`src/rtl/mioc_wait_ctrl_if.sv`:
```
// rtl/mioc_wait_ctrl_if.sv - CPU request and RAM/IO device bus bundle for mioc_wait_ctrl
// master = the controller; slave = the CPU/device side driving requests, read data and acks.
interface mioc_wait_ctrl_if #(
  parameter int NUM_IO = 4
);
  logic                   memCe;
  logic                   memWr;
  logic [31:0]            memAddr;
  logic [31:0]            wtData;
  logic [31:0]            rdData;
  logic                   memStall;
  logic                   busErr;
  logic                   ramCe;
  logic                   ramWe;
  logic [31:0]            ramAddr;
  logic [31:0]            ramWtData;
  logic [31:0]            ramRdData;
  logic [NUM_IO-1:0]      ioCe;
  logic                   ioWe;
  logic [31:0]            ioAddr;
  logic [31:0]            ioWtData;
  logic [32*NUM_IO-1:0]   ioRdData;
  logic [NUM_IO-1:0]      ioAck;

  modport master (
    input  memCe, memWr, memAddr, wtData, ramRdData, ioRdData, ioAck,
    output rdData, memStall, busErr, ramCe, ramWe, ramAddr, ramWtData,
           ioCe, ioWe, ioAddr, ioWtData
  );

  modport slave (
    output memCe, memWr, memAddr, wtData, ramRdData, ioRdData, ioAck,
    input  rdData, memStall, busErr, ramCe, ramWe, ramAddr, ramWtData,
           ioCe, ioWe, ioAddr, ioWtData
  );
endinterface

```
`src/rtl/mioc_wait_ctrl.sv`:
```
// rtl/mioc_wait_ctrl.sv - memory/IO decode controller with RAM wait states, IO ack handshake and bus errors
// Optional IO wait timeout is enabled by defining MIOC_TIMEOUT_EN.
module mioc_wait_ctrl #(
  parameter int         NUM_IO      = 4,
  parameter logic [3:0] IO_NIB      = 4'h7,
  parameter int         RAM_LAT     = 2,
  parameter int         TIMEOUT_CYC = 255
) (
  input  logic            clk,
  input  logic            rst,
  mioc_wait_ctrl_if.master bus
);

  localparam int CW = (RAM_LAT > 1) ? $clog2(RAM_LAT) : 1;

  typedef enum logic [1:0] {S_IDLE, S_RAM_WAIT, S_IO_WAIT, S_DONE} state_t;

  state_t        state_q, state_d;
  logic [CW-1:0] cnt_q, cnt_d;
  logic          wr_q, wr_d;
  logic [31:0]   addr_q, addr_d;
  logic [31:0]   wdata_q, wdata_d;
  logic [3:0]    ch_q, ch_d;
  logic          err_q, err_d;
  logic [31:0]   rd_data_q, rd_data_d;

  logic              req_io;
  logic              req_mapped;
  logic [NUM_IO-1:0] ch_onehot;
  logic              ack_sel;
  logic [31:0]       io_rd_sel;
  logic              expired;

`ifdef MIOC_TIMEOUT_EN
  localparam int TW = $clog2(TIMEOUT_CYC + 1);
  logic [TW-1:0] tcnt_q, tcnt_d;

  always_ff @(posedge clk or posedge rst) begin
    if (rst) tcnt_q <= '0;
    else     tcnt_q <= tcnt_d;
  end

  assign expired = (tcnt_q == TW'(TIMEOUT_CYC - 1));
`else
  assign expired = 1'b0;
`endif

  assign req_io     = (bus.memAddr[31:28] == IO_NIB);
  assign req_mapped = ({1'b0, bus.memAddr[27:24]} < 5'(NUM_IO));

  // Channel one-hot, ack and read-data mux all follow the latched channel.
  always_comb begin
    ch_onehot = '0;
    ack_sel   = 1'b0;
    io_rd_sel = '0;
    for (int k = 0; k < NUM_IO; k++) begin
      ch_onehot[k] = (ch_q == 4'(k));
      ack_sel      = ack_sel | (ch_onehot[k] & bus.ioAck[k]);
      io_rd_sel    = io_rd_sel | ({32{ch_onehot[k]}} & bus.ioRdData[32*k +: 32]);
    end
  end

  always_comb begin
    state_d   = state_q;
    cnt_d     = cnt_q;
    wr_d      = wr_q;
    addr_d    = addr_q;
    wdata_d   = wdata_q;
    ch_d      = ch_q;
    err_d     = err_q;
    rd_data_d = rd_data_q;
`ifdef MIOC_TIMEOUT_EN
    tcnt_d    = tcnt_q;
`endif
    bus.rdData    = rd_data_q;
    bus.memStall  = 1'b0;
    bus.busErr    = 1'b0;
    bus.ramCe     = 1'b0;
    bus.ramWe     = 1'b0;
    bus.ramAddr   = '0;
    bus.ramWtData = '0;
    bus.ioCe      = '0;
    bus.ioWe      = 1'b0;
    bus.ioAddr    = '0;
    bus.ioWtData  = '0;

    case (state_q)
      S_IDLE: begin
        bus.memStall = bus.memCe;
        if (bus.memCe) begin
          wr_d    = bus.memWr;
          addr_d  = bus.memAddr;
          wdata_d = bus.wtData;
          ch_d    = bus.memAddr[27:24];
          err_d   = 1'b0;
          if (!req_io) begin
            state_d = S_RAM_WAIT;
            cnt_d   = CW'(RAM_LAT - 1);
          end else if (req_mapped) begin
            state_d = S_IO_WAIT;
`ifdef MIOC_TIMEOUT_EN
            tcnt_d  = '0;
`endif
          end else begin
            state_d   = S_DONE;
            err_d     = 1'b1;
            rd_data_d = '0;
          end
        end
      end

      S_RAM_WAIT: begin
        bus.memStall  = 1'b1;
        bus.ramCe     = 1'b1;
        bus.ramWe     = wr_q;
        bus.ramAddr   = addr_q;
        bus.ramWtData = wdata_q;
        if (cnt_q == '0) begin
          rd_data_d = wr_q ? '0 : bus.ramRdData;
          state_d   = S_DONE;
        end else begin
          cnt_d = cnt_q - 1'b1;
        end
      end

      S_IO_WAIT: begin
        bus.memStall = 1'b1;
        bus.ioCe     = ch_onehot;
        bus.ioWe     = wr_q;
        bus.ioAddr   = addr_q;
        bus.ioWtData = wdata_q;
        // An ack in the expiry cycle takes priority over the timeout.
        if (ack_sel) begin
          rd_data_d = wr_q ? '0 : io_rd_sel;
          state_d   = S_DONE;
        end else if (expired) begin
          rd_data_d = '0;
          err_d     = 1'b1;
          state_d   = S_DONE;
        end
`ifdef MIOC_TIMEOUT_EN
        tcnt_d = tcnt_q + 1'b1;
`endif
      end

      S_DONE: begin
        bus.busErr = err_q;
        state_d    = S_IDLE;
      end

      default: state_d = S_IDLE;
    endcase

    // The stall path is combinational from memCe, so force it low under reset.
    if (rst) bus.memStall = 1'b0;
  end

  always_ff @(posedge clk or posedge rst) begin
    if (rst) begin
      state_q   <= S_IDLE;
      cnt_q     <= '0;
      wr_q      <= 1'b0;
      addr_q    <= '0;
      wdata_q   <= '0;
      ch_q      <= '0;
      err_q     <= 1'b0;
      rd_data_q <= '0;
    end else begin
      state_q   <= state_d;
      cnt_q     <= cnt_d;
      wr_q      <= wr_d;
      addr_q    <= addr_d;
      wdata_q   <= wdata_d;
      ch_q      <= ch_d;
      err_q     <= err_d;
      rd_data_q <= rd_data_d;
    end
  end

endmodule

```
`src/flat_wrapper.sv`:
```
// flat-port wrapper written by rule: the top's interface ports become plain ports
module mioc_wait_ctrl_flat 
#(
  parameter int         NUM_IO      = 4,
  parameter logic [3:0] IO_NIB      = 4'h7,
  parameter int         RAM_LAT     = 2,
  parameter int         TIMEOUT_CYC = 255
)
  (clk, rst, bus_memCe, bus_memWr, bus_memAddr, bus_wtData, bus_ramRdData, bus_ioRdData, bus_ioAck, bus_rdData, bus_memStall, bus_busErr, bus_ramCe, bus_ramWe, bus_ramAddr, bus_ramWtData, bus_ioCe, bus_ioWe, bus_ioAddr, bus_ioWtData);
  mioc_wait_ctrl_if #(.NUM_IO(NUM_IO)) bus_i ();
  input  logic clk;
  input  logic rst;
  input wire logic [$bits(bus_i.memCe)-1:0] bus_memCe;
  input wire logic [$bits(bus_i.memWr)-1:0] bus_memWr;
  input wire logic [$bits(bus_i.memAddr)-1:0] bus_memAddr;
  input wire logic [$bits(bus_i.wtData)-1:0] bus_wtData;
  input wire logic [$bits(bus_i.ramRdData)-1:0] bus_ramRdData;
  input wire logic [$bits(bus_i.ioRdData)-1:0] bus_ioRdData;
  input wire logic [$bits(bus_i.ioAck)-1:0] bus_ioAck;
  output wire logic [$bits(bus_i.rdData)-1:0] bus_rdData;
  output wire logic [$bits(bus_i.memStall)-1:0] bus_memStall;
  output wire logic [$bits(bus_i.busErr)-1:0] bus_busErr;
  output wire logic [$bits(bus_i.ramCe)-1:0] bus_ramCe;
  output wire logic [$bits(bus_i.ramWe)-1:0] bus_ramWe;
  output wire logic [$bits(bus_i.ramAddr)-1:0] bus_ramAddr;
  output wire logic [$bits(bus_i.ramWtData)-1:0] bus_ramWtData;
  output wire logic [$bits(bus_i.ioCe)-1:0] bus_ioCe;
  output wire logic [$bits(bus_i.ioWe)-1:0] bus_ioWe;
  output wire logic [$bits(bus_i.ioAddr)-1:0] bus_ioAddr;
  output wire logic [$bits(bus_i.ioWtData)-1:0] bus_ioWtData;
  assign bus_i.memCe = bus_memCe;
  assign bus_i.memWr = bus_memWr;
  assign bus_i.memAddr = bus_memAddr;
  assign bus_i.wtData = bus_wtData;
  assign bus_i.ramRdData = bus_ramRdData;
  assign bus_i.ioRdData = bus_ioRdData;
  assign bus_i.ioAck = bus_ioAck;
  assign bus_rdData = bus_i.rdData;
  assign bus_memStall = bus_i.memStall;
  assign bus_busErr = bus_i.busErr;
  assign bus_ramCe = bus_i.ramCe;
  assign bus_ramWe = bus_i.ramWe;
  assign bus_ramAddr = bus_i.ramAddr;
  assign bus_ramWtData = bus_i.ramWtData;
  assign bus_ioCe = bus_i.ioCe;
  assign bus_ioWe = bus_i.ioWe;
  assign bus_ioAddr = bus_i.ioAddr;
  assign bus_ioWtData = bus_i.ioWtData;
  mioc_wait_ctrl #(.NUM_IO(NUM_IO), .IO_NIB(IO_NIB), .RAM_LAT(RAM_LAT), .TIMEOUT_CYC(TIMEOUT_CYC)) u_core (.clk(clk), .rst(rst), .bus(bus_i));
endmodule
```
`config.mk`:
```
export PLATFORM = sky130hd
export DESIGN_NAME = mioc_wait_ctrl_flat
export DESIGN_NICKNAME = d
export VERILOG_FILES = /design/src/rtl/mioc_wait_ctrl_if.sv /design/src/rtl/mioc_wait_ctrl.sv /design/src/flat_wrapper.sv
export SDC_FILE = /design/constraint.sdc
export NUM_CORES = 1
export LEC_CHECK = 0
export BUFFER_PORTS_ARGS = -buffer_cell sky130_fd_sc_hd__buf_4
export CAP_MARGIN = 20
export CORE_AREA = 8 8 151 153
export CTS_CLUSTER_SIZE = 14
export DETAILED_ROUTE_END_ITERATION = 7
export DIE_AREA = 0 0 159 161
export PLACE_DENSITY = 0.59
export RECOVER_POWER = 100
export REMOVE_ABC_BUFFERS = 1
export SETUP_SLACK_MARGIN = 0.5
export SYNTH_ARGS = -nofsm -noshare
export SYNTH_HDL_FRONTEND = slang
export SYNTH_SLANG_ARGS = --single-unit
```
`constraint.sdc`:
```
create_clock -name clk -period 4.1 [get_ports clk]
set_clock_uncertainty 0.1 [all_clocks]
set_input_delay 0.41 -clock clk [delete_from_list [all_inputs] [get_ports clk]]
set_output_delay 0.41 -clock clk [all_outputs]
set_load 0.005 [all_outputs]
```
---- Word-level counts from Yosys, hierarchy flattened ----
Index checks and enable logic that the tools add are counted.
storage, ports and cells
  bits in registers ....................... 105
  output and inout bits ................... 169
  logic and storage cells ................. 77
  bits of input ports ..................... 232
cells by class
  magnitude comparators ................... 1
  equal/unequal tests ..................... 13
  multiplexer cells ....................... 31
  $add $sub $neg .......................... 1
  bitwise operators ....................... 14
  reductions and logical operators ........ 9
operators with widths
  operator              count
  $mux W32              11
  $and A32 B32 Y32      4
  $or A32 B32 Y32       3
  $pmux W32 S3          1
  $mux W1               11
  $eq A4 B2 Y1 const B  2
  $mux W2               4
  $ne A2 B2 Y1 const B  4
  $pmux W2 S4           1
  $reduce_and A3 Y1     2
  $reduce_and A6 Y1     1
  $and A1 B1 Y1         4
  $eq A2 B2 Y1 const B  2
  $eq A4 B1 Y1 const B  1
  $eq A4 B3 Y1 const B  1
  $logic_not A4 Y1      1
  $lt A4 B3 Y1 const B  1
  $mux W4               1
  $ne A2 B1 Y1 const B  2
  $pmux W1 S2           2
  $or A1 B1 Y1          3
  $reduce_bool A3 Y1    1
  $eq A2 B1 Y1 const B  1
  $logic_not A2 Y1      1
  4 further kinds       4

---- Depth between registers and ports, before layout ----
Gate-level depths: netlist of the first run.
  depth after elaboration ................. 8
  mapped depth ............................ 8

---- Least setup slack after synthesis of the first run ----
No wires, ideal clock.
  path kind ............................... register to register
  start point ............................. register u_core.state_q[0]
  end point ............................... register u_core.addr_q[0]
  arrival time ............................ 1.843 ns
  setup time .............................. 0.125 ns
  period minus slack after synthesis ...... 2.068 ns
  setup slack ............................. 2.032 ns
  stages on the path, launching flop included .. 7
  required time ........................... 3.875 ns
  cells stage by stage .................... dfrtp_1 > inv_1 > ha_1 > nand2_1 > clkbuf_1 > clkbuf_1 > mux2_2
on the way
  word-level cells in the longest chain between the ends .. 2
ends and longest elaborated chain
  element                             line                   source
  from (decl)                         mioc_wait_ctrl.sv:18   state_t state_q, state_d;
  from (signal assigned)              mioc_wait_ctrl.sv:169  state_q <= state_d;
  $logic_not A2 Y1                    mioc_wait_ctrl.sv:87   case (state_q)
  $reduce_and A2 Y1 (no source line)  n/a
  to (signal assigned)                mioc_wait_ctrl.sv:172  addr_q <= addr_d;
  to (decl)                           mioc_wait_ctrl.sv:21   logic [31:0] addr_q, addr_d;
No other way between the ends.
A chain may end at the register's enable or synchronous reset.

---- Final worst setup path of the first run ----
  start point ............................. register u_core.state_q[0]
  end point ............................... output port bus_ioCe[0]
on the way
  word-level cells in the longest chain between the ends .. 2
ends and longest elaborated chain
  element       line                  source
  $eq A2 B2 Y1  mioc_wait_ctrl.sv:87
  $mux W4       mioc_wait_ctrl.sv:87
  to (decl)     flat_wrapper.sv:27    output wire logic [$bits(bus_i.ioCe)-1:0] bus_ioCe;
No other way between the ends.

==> metrics.md, run 1 <==
| Metric | Value |
|---|---|
| Crit Path Class | `flop to output pin` |
| Top layer in use | `met4` |
| Clk root buf | `clkbuf_16` |
| Hold path depth | `2` |
| Final hold violations | `0` |
| Post-route cell area | `9370 um2` |
| WP data required | `3.59 ns` |
| Count leader, synth | `and2_1` |
| Vias in the first global route | `5817` |
| YS warnings | `0` |
| H-tree Lvls | `3` |
| Bufs and invs on worst path | `2` |
| Largest net degree at the start of global routing | `69` |
| CP Launch Type | `flop` |
| Area grow syn2layout | `54.1%` |
| Vias | `5287` |
| Post-CTS Resized | `0` |
| Final period utilization | `78.5%` |
| Most frequent CP cell | `nor3b_1` |
| Critical Path Max Stage Delay | `0.79 ns` |
| Placement Cell Area | `9330 um2` |
| Total CTS buffers | `9` |
| Post-route setup TNS | `0 ns` |
| Switch share | `36.2%` |
| CP delay by family, top | `simple AND/OR/NAND/NOR gates` |
| Total Routing Usage GR | `17.8%` |
| Post-synth EDFFs | `0` |
| P_int | `3.83 mW` |
| R2R cell count | `6` |
| Layout cells sized above 1 | `57.2%` |
| Final min period | `3.22 ns` |
| Failing checks | `capacitance limit, slew limit` |
| Final cell count without fillers | `1143` |
| Static leakage | `4.54 nW` |
| Gpl congestion | `0.813` |
| Ports | `401` |
| Clock slew at reported path FFs | `0.07 ns` |
| Dominant cells by area after synthesis | `dfrtp_1, and2_1, mux2_2` |
| Hold slack final | `0.189 ns` |
| Clk sinks | `101` |
| F_max | `311 MHz` |
| Post-CTS Hold Buffers | `0` |
| Commonest cells post-synth | `and2_1, dfrtp_1, mux2_2` |
| IO Port Bufs | `400` |
| Worst slew margin | `-94.3%` |
| Reg-to-reg critical path startpoint | `u_core.state_q[0]` |
| First-pass detailed-route iteration total | `4` |
| Async SR Flop Fraction | `100%` |
| Die height | `161 um` |
| Syn Area/Cell | `12.7 um2` |
| Seq/Total Area, Yosys | `41.6%` |
| Initial antenna violation count | `4` |
| Met2 WL | `12500 um` |
| Final Max Slew Viols | `64` |
| Worst Setup SP | `u_core.state_q[0]` |
| DR WL met3 | `2080 um` |
| DRC | `0` |
| Post-route ant nets | `0` |
| Dpl hpwl | `19000 um` |
| Synth cell types | `31` |
| Register-to-Register Setup Slack | `0.89 ns` |
| Yosys reg bits | `101` |
| Post-Route WL | `23600 um` |
| First-pass GRT wire length | `35200 um` |
| Predominant post-synthesis flop cell | `dfrtp_1` |
| Worst hold path type | `primary input to flop` |
| RSZ-0062 raised after global routing | `no` |
| PD cells | `642 nW/um2` |
| Remaining Overflow, GRT | `0` |
| Initial core utilization | `29.6%` |
| R2r endpoint | `u_core.bus.rdData[31]` |
| Core area | `20600 um2` |
| Cell Area, Synth | `6080 um2` |
| Die ar. | `25600 um2` |
| CP Capture Type | `output pin` |
| Die W | `159 um` |
| CTS tree | `yes` |
| Worst-Margin Slew | `2.90 ns` |
| Clock Latency Late Sink | `0.35 ns` |
| Combinational fraction of design power | `55.0%` |
| Biggest area consumer among synthesized cells | `dfrtp_1` |
| Status | `finished with violations` |
| Total Power | `6.01 mW` |
| Cells after Synth | `480` |
| Drt first-iter violations | `185` |
| WL/cell | `20.6 um` |
| NetSw | `2.18 mW` |
| Crit-path max FO | `29` |
| Vias/cell | `4.63` |
| Max IR drop VDD | `433 uV` |
| Worst Hold End | `u_core.wdata_q[27]` |
| Worst hold start | `bus_wtData[27]` |
| Flop pwr share | `31.1%` |
| WP data arrival | `2.71 ns` |
| Slowest library cell on the worst path | `ha_1` |
| Setup Fix Bufs, Post-CTS | `0` |
| Critical-path cell list | `inv_1 -> ha_1 -> nor3b_1 -> nor3b_1 -> buf_4` |
| # placed instances | `1123` |
| Nets | `1097` |
| Yosys top cell area share | `41.6%` |
| Clock Power Share | `13.9%` |
| Max Buffers Root-to-Sink | `2` |
| Post-Route M1 WL | `8400 um` |
| Max cap viols | `1` |
| Rows | `53` |
| # setup viols final | `0` |
[power groups by stage]
stage          registers, mW  logic [mW]  clock network [mW]
2_1_floorplan           1.87        1.99                   0
3_3_place_gp            1.88        3.72                   0
3_5_place_dp            1.88        3.76                   0
4_1_cts                 1.88        3.76               0.879
5_1_grt                 1.94        3.60               0.913
6_report                1.87        3.31               0.839
[through the flow]
step | util [%] | setup WS, ns
final | 45.6 | 0.882
after global routing | 45.6 | 0.594
after CTS | 46.8 | 1.07
after detailed placement | 45.4 | 1.14
after global placement | 45.4 | 1.20
after floorplan | - | 0.762
[cells in the final DEF, fill, tap and decap left out, types with 6 or more instances in the layout]
master | netlist | layout
buf_4 | 0 | 302
dfrtp_1 | 101 | 99
clkbuf_4 | 0 | 72
and2_1 | 131 | 70
mux2_2 | 67 | 67
and2_0 | 0 | 61
clkbuf_1 | 27 | 35
mux4_2 | 32 | 32
a22o_1 | 32 | 32
mux2_1 | 0 | 29
clkbuf_16 | 0 | 9
nand2_1 | 7 | 7
ha_1 | 6 | 6
[sequential cells by signal, indices dropped and copies added (netlist names)]
signal	flops
u_core.bus.rdData	32
u_core.wdata_q	32
u_core.addr_q	29
u_core.ch_q	3
u_core.state_q	2
u_core.cnt_q	1
u_core.err_q	1
u_core.wr_q	1
[worst max-delay path by stage]
| stage | to | cells after the start | slack [ns] |
|---|---|---|---|
| after floorplan | u_core.bus.rdData[0] | 4 | 0.76 |
| after global placement | u_core.bus.rdData[31] | 6 | 1.20 |
| after detailed placement | u_core.bus.rdData[31] | 6 | 1.14 |
| after CTS | bus_ioCe[0] | 5 | 1.07 |
| after global routing | u_core.addr_q[3] | 3 | 0.59 |
| final | bus_ioCe[0] | 5 | 0.88 |
[kinds of logic after synthesis]
| family | share of synthesized area, % |
|---|---|
| buffers and inverters | 3.50 |
| AO/OA/AOI/OAI | 5.64 |
| multiplexers | 32.3 |
| adder cells (fa/ha/maj) | 1.23 |
| AND/OR/NAND/NOR | 15.7 |
| flip-flops | 41.6 |
[metal layers]
layer  GRT usage [%]  vias up
met5               0        -
met2            32.7      245
met3            6.82       26
li1                -     2471
met4            6.69        0
met1            17.9     2545
[area by class of cell]
class | count | area, um2
fill | 2034 | 11200
multi-input combinational | 333 | 3230
timing repair buffer | 409 | 2960
sequential | 101 | 2530
tap | 275 | 344
clock buffer | 12 | 256
clock inverter | 4 | 31.3
inverter | 5 | 20.0
antenna | 4 | 10.0
(Power assumes the default switching activity.)
==> run 2: changes to the inputs <==
- CORE_AREA: 8 8 151 153 -> 8 8 150 152
- DIE_AREA: 0 0 159 161 -> 0 0 158 160
- PLACE_DENSITY: 0.59 -> 0.62
- clock period: 4.1 -> 2.8 ns (I/O delays scaled with it)
==> run 2 against run 1 <==
  * The flow still finishes with violations (capacitance limit, slew limit)
  * Sequential share of layout area fell by 0.11 points
  * Sequential power increased by 48%
  * Global-route usage down 0.092 points
  * Utilization is 1.3 points higher
  * Die area down 1.2%
  * Non-clock buffer count increased by 1
  * Routed wire length fell by 0.27%
  * Flip-flop and latch count did not move
  * Final cell count fell by 0.70%
  * Cell area is 0.36% higher
  * Combinational power grew 51%
  * Hold slack got worse by 0.13 ns
  * Critical path type is now flop to flop
  * Critical endpoint is now u_core.bus.rdData[16]
  * Largest cell class unchanged
==> metrics.md, run 2 (synthesis gave the netlist of run 1 again) <==
| Metric | Value |
|---|---|
| Register-to-Register Setup Slack | `0.42 ns` |
| Clock Latency Late Sink | `0.35 ns` |
| Layout cells sized above 1 | `56.5%` |
| CTS tree | `yes` |
| Gpl congestion | `0.767` |
| Post-Route M1 WL | `8610 um` |
| WP data arrival | `2.57 ns` |
| Failing checks | `capacitance limit, slew limit` |
| DRC | `0` |
| Setup Fix Bufs, Post-CTS | `0` |
| P_int | `5.65 mW` |
| Commonest non-fill, non-tap cells in the layout | `buf_4, dfrtp_1, and2_0` |
| Max Buffers Root-to-Sink | `2` |
| Vias in the first global route | `5756` |
| Commonest non-fill, non-tap cell in the layout | `buf_4` |
| Combinational fraction of design power | `56.0%` |
| DR WL met3 | `2490 um` |
| Max cap viols | `1` |
| Die height | `160 um` |
| Switch share | `36.6%` |
| Setup WS post-layout | `0.423 ns` |
| Reg-to-reg critical path startpoint | `u_core.state_q[0]` |
| Clock slew at reported path FFs | `0.07 ns` |
| WL/cell | `20.7 um` |
| Crit-path max FO | `32` |
| Die ar. | `25300 um2` |
| Crit Path Class | `flop to flop` |
| Filler cells | `1945` |
| Clk root buf | `clkbuf_16` |
| Area grow syn2layout | `54.7%` |
| Total Routing Usage GR | `17.7%` |
| Vias | `5193` |
| Worst slew margin | `-0.693%` |
| Hold path depth | `2` |
| Status | `finished with violations` |
| NetSw | `3.27 mW` |
| Post-Route WL | `23500 um` |
| Ports | `401` |
| IO Port Bufs | `400` |
| Flop pwr share | `31.0%` |
| Final period utilization | `84.9%` |
| Pre-CTS setup slack | `0.107 ns` |
| H-tree Lvls | `3` |
| Antenna diode count | `0` |
| Clk sinks | `101` |
| # setup viols final | `0` |
| Final min period | `2.38 ns` |
| Worst hold path type | `primary input to flop` |
| Worst-Margin Slew | `1.51 ns` |
| Worst Hold End | `u_core.addr_q[7]` |
| Core area | `20000 um2` |
| Rows | `52` |
| Total CTS buffers | `9` |
| Nets | `1098` |
| Met2 WL | `12100 um` |
| First-pass detailed-route iteration total | `4` |
| Final hold violations | `0` |
| R2R cell count | `6` |
| CP Launch Type | `flop` |
| Top layer in use | `met4` |
| Worst hold start | `bus_memAddr[7]` |
| Util after Layout | `46.9%` |
| PD cells | `948 nW/um2` |
| WP data required | `2.99 ns` |
| Clock Power Share | `13.0%` |
| Initial core utilization | `30.3%` |
| Remaining Overflow, GRT | `0` |
| Drt first-iter violations | `175` |
| Post-route ant nets | `0` |
| Die W | `158 um` |
| Final Max Slew Viols | `38` |
| Max IR drop VDD | `470 uV` |
| RSZ-0062 raised after global routing | `no` |
| CP Capture Type | `flop` |
| Static leakage | `4.53 nW` |
| Dpl hpwl | `19100 um` |
| Post-route setup TNS | `0 ns` |
| R2r endpoint | `u_core.bus.rdData[16]` |
| Total Power | `8.92 mW` |
| Largest net degree at the start of global routing | `58` |
| First-pass GRT wire length | `33900 um` |
| Vias/cell | `4.58` |
| Initial antenna violation count | `0` |
| F_max | `421 MHz` |
## run 2: critical path, cell delays in order (launching register included)
cell and delay [ns]:
dfrtp_1 0.44, inv_1 0.20, ha_4 0.23, nor3b_4 0.26
and3b_2 0.71, a22o_1 0.25, mux2_1 0.12
## run 2: what timing repair did
item                                   in CTS  in global routing
endpoints found under the hold margin      36                  0
gates cloned                                0                  0
setup endpoints to repair                 149                147
hold buffers                                1                  0
gates resized for setup                     9                  9
## run 2: routing by layer
layer | vias up | track usage, %
met5 | - | 0
met4 | 0 | 4.59
met3 | 15 | 6.83
met2 | 247 | 32.0
met1 | 2465 | 18.7
li1 | 2466 | -
## run 2: worst max path at each step
stage                                 start                    end  slack (ns)  cells after the start
after floorplan              u_core.ch_q[0]   u_core.bus.rdData[0]       -0.54                      4
after CTS                 u_core.state_q[1]        bus_ramAddr[11]        0.48                      5
after global routing      u_core.state_q[0]  u_core.bus.rdData[16]        0.27                      6
after global placement    u_core.state_q[0]  u_core.bus.rdData[16]        0.21                      6
final                     u_core.state_q[0]  u_core.bus.rdData[16]        0.42                      6
after detailed placement  u_core.state_q[0]  u_core.bus.rdData[16]        0.11                      6
## run 2: through the flow
stage / cells / area [um2] / hold WS [ns]
final: 1135 / 9410 / 0.0602
after global routing: 1135 / 9410 / 0.0456
after CTS: 1135 / 9650 / 0.0442
after detailed placement: 1118 / 9330 / 0.269
after global placement: 1118 / 9330 / 0.269
after floorplan: 439 / 5890 / 0.331
## run 2: cell type report
cell class | instances | area (um2) | share of cell area [%]
multi-input combinational | 333 | 3270 | 34.8
sequential | 101 | 2530 | 26.9
clock buffer | 11 | 233 | 2.47
clock inverter | 5 | 35.0 | 0.372
timing repair buffer | 410 | 2980 | 31.7
tap | 270 | 338 | 3.59
inverter | 5 | 18.8 | 0.200
## run 2: power groups by stage
stage	logic (mW)	clock network (mW)	registers [mW]
floorplan	2.92	0	2.73
global placement	5.51	0	2.76
detailed placement	5.54	0	2.79
CTS	5.59	1.21	2.77
global route	5.46	1.28	2.87
finish	5.00	1.16	2.77
==> run 3: changes to the inputs <==
- CORE_AREA: 8 8 150 152 -> 8 8 151 153
- DIE_AREA: 0 0 158 160 -> 0 0 159 161
- PLACE_DENSITY: 0.62 -> 0.59
- clock period: 2.8 -> 2.4 ns (I/O delays scaled with it)
==> run 3 against run 2 <==
  * The run now ends clean
  * Non-clock buffer count is 26 higher
  * Sequential share of layout area is 1.0 points lower
  * Utilization grew 0.74 points
  * Clock-buffer cell count decreased by 1
  * Register-to-register slack worse by 0.11 ns
  * Largest cell class unchanged
  * Largest power group unchanged
==> metrics.md, run 3 (synthesis gave the netlist of run 1 again) <==
| Metric | Value |
|---|---|
| H-tree Lvls | `3` |
| F_max | `470 MHz` |
| Grt met3 use | `7.36%` |
| Vias/cell | `4.53` |
| Placement Cell Area | `9440 um2` |
| CP delay by family, top | `simple AND/OR/NAND/NOR gates` |
| Clk sinks | `101` |
| Max cap viols | `0` |
| RSZ-0062 raised after global routing | `yes` |
| Rows | `53` |
| First-pass detailed-route iteration total | `4` |
| Gpl congestion | `0.826` |
| Hold slack final | `0.0226 ns` |
| Vias in the first global route | `6090` |
| Nets | `1124` |
| Clock Latency Late Sink | `0.35 ns` |
| Total Routing Usage GR | `18.5%` |
| Post-route setup TNS | `0 ns` |
| CTS tree | `yes` |
| Final period utilization | `88.6%` |
| First-pass GRT wire length | `36600 um` |
| Die height | `161 um` |
| Commonest non-fill, non-tap cells in the layout | `buf_4, dfrtp_1, and2_0` |
| WP data arrival | `1.79 ns` |
| Ports | `401` |
| CP Capture Type | `output pin` |
| Die ar. | `25600 um2` |
| Critical Path Max Stage Delay | `0.38 ns` |
| Reg-to-reg critical path startpoint | `u_core.state_q[0]` |
| Drt first-iter violations | `129` |
| Crit Path Class | `flop to output pin` |
| Register-to-Register Setup Slack | `0.31 ns` |
| CP Launch Type | `flop` |
| Max Buffers Root-to-Sink | `2` |
| Worst hold start | `bus_wtData[16]` |
| Post-Route WL | `24200 um` |
| Busiest grt layer | `met2` |
| Commonest non-fill, non-tap cell in the layout | `buf_4` |
| Final Max Slew Viols | `0` |
| Worst Setup SP | `u_core.state_q[0]` |
| Initial core utilization | `29.6%` |
| Clk root buf | `clkbuf_16` |
| WP data required | `2.06 ns` |
| Bufs and invs on worst path | `3` |
| Static leakage | `4.75 nW` |
| Area grow syn2layout | `61.2%` |
| PD cells | `1130 nW/um2` |
| # setup viols final | `0` |
| Total Power | `11.1 mW` |
| DRC | `0` |
| Worst Hold End | `u_core.wdata_q[16]` |
| Dpl hpwl | `19300 um` |
| Post-route ant nets | `0` |
| R2r endpoint | `u_core.bus.rdData[7]` |
| Total CTS buffers | `9` |
| Setup WS post-layout | `0.274 ns` |
| R2R cell count | `8` |
| Initial antenna violation count | `3` |
| Post-route cell area | `9800 um2` |
| Clock slew at reported path FFs | `0.07 ns` |
| Largest net degree at the start of global routing | `48` |
| Final min period | `2.13 ns` |
| Worst slew margin | `33.2%` |
| Layout cells sized above 1 | `59.6%` |
| Remaining Overflow, GRT | `0` |
| Met1 GRT Util | `17.9%` |
| Worst-Margin Slew | `1.00 ns` |
| Crit-path max FO | `4` |
| Vias | `5286` |
| Pre-CTS setup slack | `0.249 ns` |
| Final hold violations | `0` |
| Slowest library cell on the worst path | `dfrtp_1` |
| Die W | `159 um` |
| Worst hold path type | `primary input to flop` |
| Max IR drop VDD | `516 uV` |
| Met2 usage | `34.7%` |
| Core area | `20600 um2` |
| WL/cell | `20.7 um` |
| Status | `finished, final reports clean` |
| IO Port Bufs | `400` |
| Hold path depth | `2` |
| Critical-path cell list | `inv_1 -> ha_1 -> nor3b_4 -> buf_6 -> nand2_2 -> nor2_1 -> clkbuf_4` |
## run 3: worst reg2reg max path: cells and delay by family (launching register included)
kind / cells / cell delay, ns
compound gates: 1 / 0.17
mux: 1 / 0.37
flops: 1 / 0.38
simple gates: 1 / 0.15
buf+inv: 4 / 0.55
fa+ha+maj: 1 / 0.24
## run 3: worst max-delay path by stage
stage | end | cells after the start
2_1_floorplan | u_core.bus.rdData[0] | 4
3_3_place_gp | u_core.bus.rdData[16] | 7
3_5_place_dp | u_core.bus.rdData[14] | 7
4_1_cts | bus_ioCe[0] | 6
5_1_grt | bus_ramAddr[28] | 6
6_report | bus_ioCe[2] | 7
## run 3: what timing repair did
action / 4_1_cts / 5_1_grt
buffers inserted: 9 / 3
setup endpoints to repair: 168 / 168
pin swaps: 1 / 2
cloned: 2 / 0
resized for setup: 28 / 4
hold buffers: 6 / 0
endpoints found under the hold margin: 49 / 0
## run 3: cell type report
class / count / area (um2)
repair buffers: 436 / 3290
clock buffers: 10 / 239
multi-input cells: 333 / 3290
flip-flops and latches: 101 / 2530
diodes: 3 / 7.51
well taps: 275 / 344
clock inverters: 4 / 73.8
inverters: 5 / 21.3
fillers: 2008 / 10800
## run 3: per-stage QoR
stage | util [%] | instances
after global placement | 45.9 | 1130
after CTS | 49.0 | 1161
final | 47.7 | 1167
after detailed placement | 45.9 | 1130
after global routing | 47.7 | 1167
after floorplan | - | 439
## run 3: routing by layer
metal,vias up,part of all wire (%)
met4,0,2.2
met1,2503,35
li1,2514,-
met5,-,0
met3,25,9.0
met2,244,54
## run 3: report_power, final
part / internal (mW) / leakage (nW) / switching [mW] / total, mW
logic: 3.68 / 3.33 / 2.60 / 6.28
registers: 2.57 / 1.26 / 0.634 / 3.20
clock network: 0.932 / 0.154 / 0.639 / 1.57
total: 7.18 / 4.75 / 3.87 / 11.1
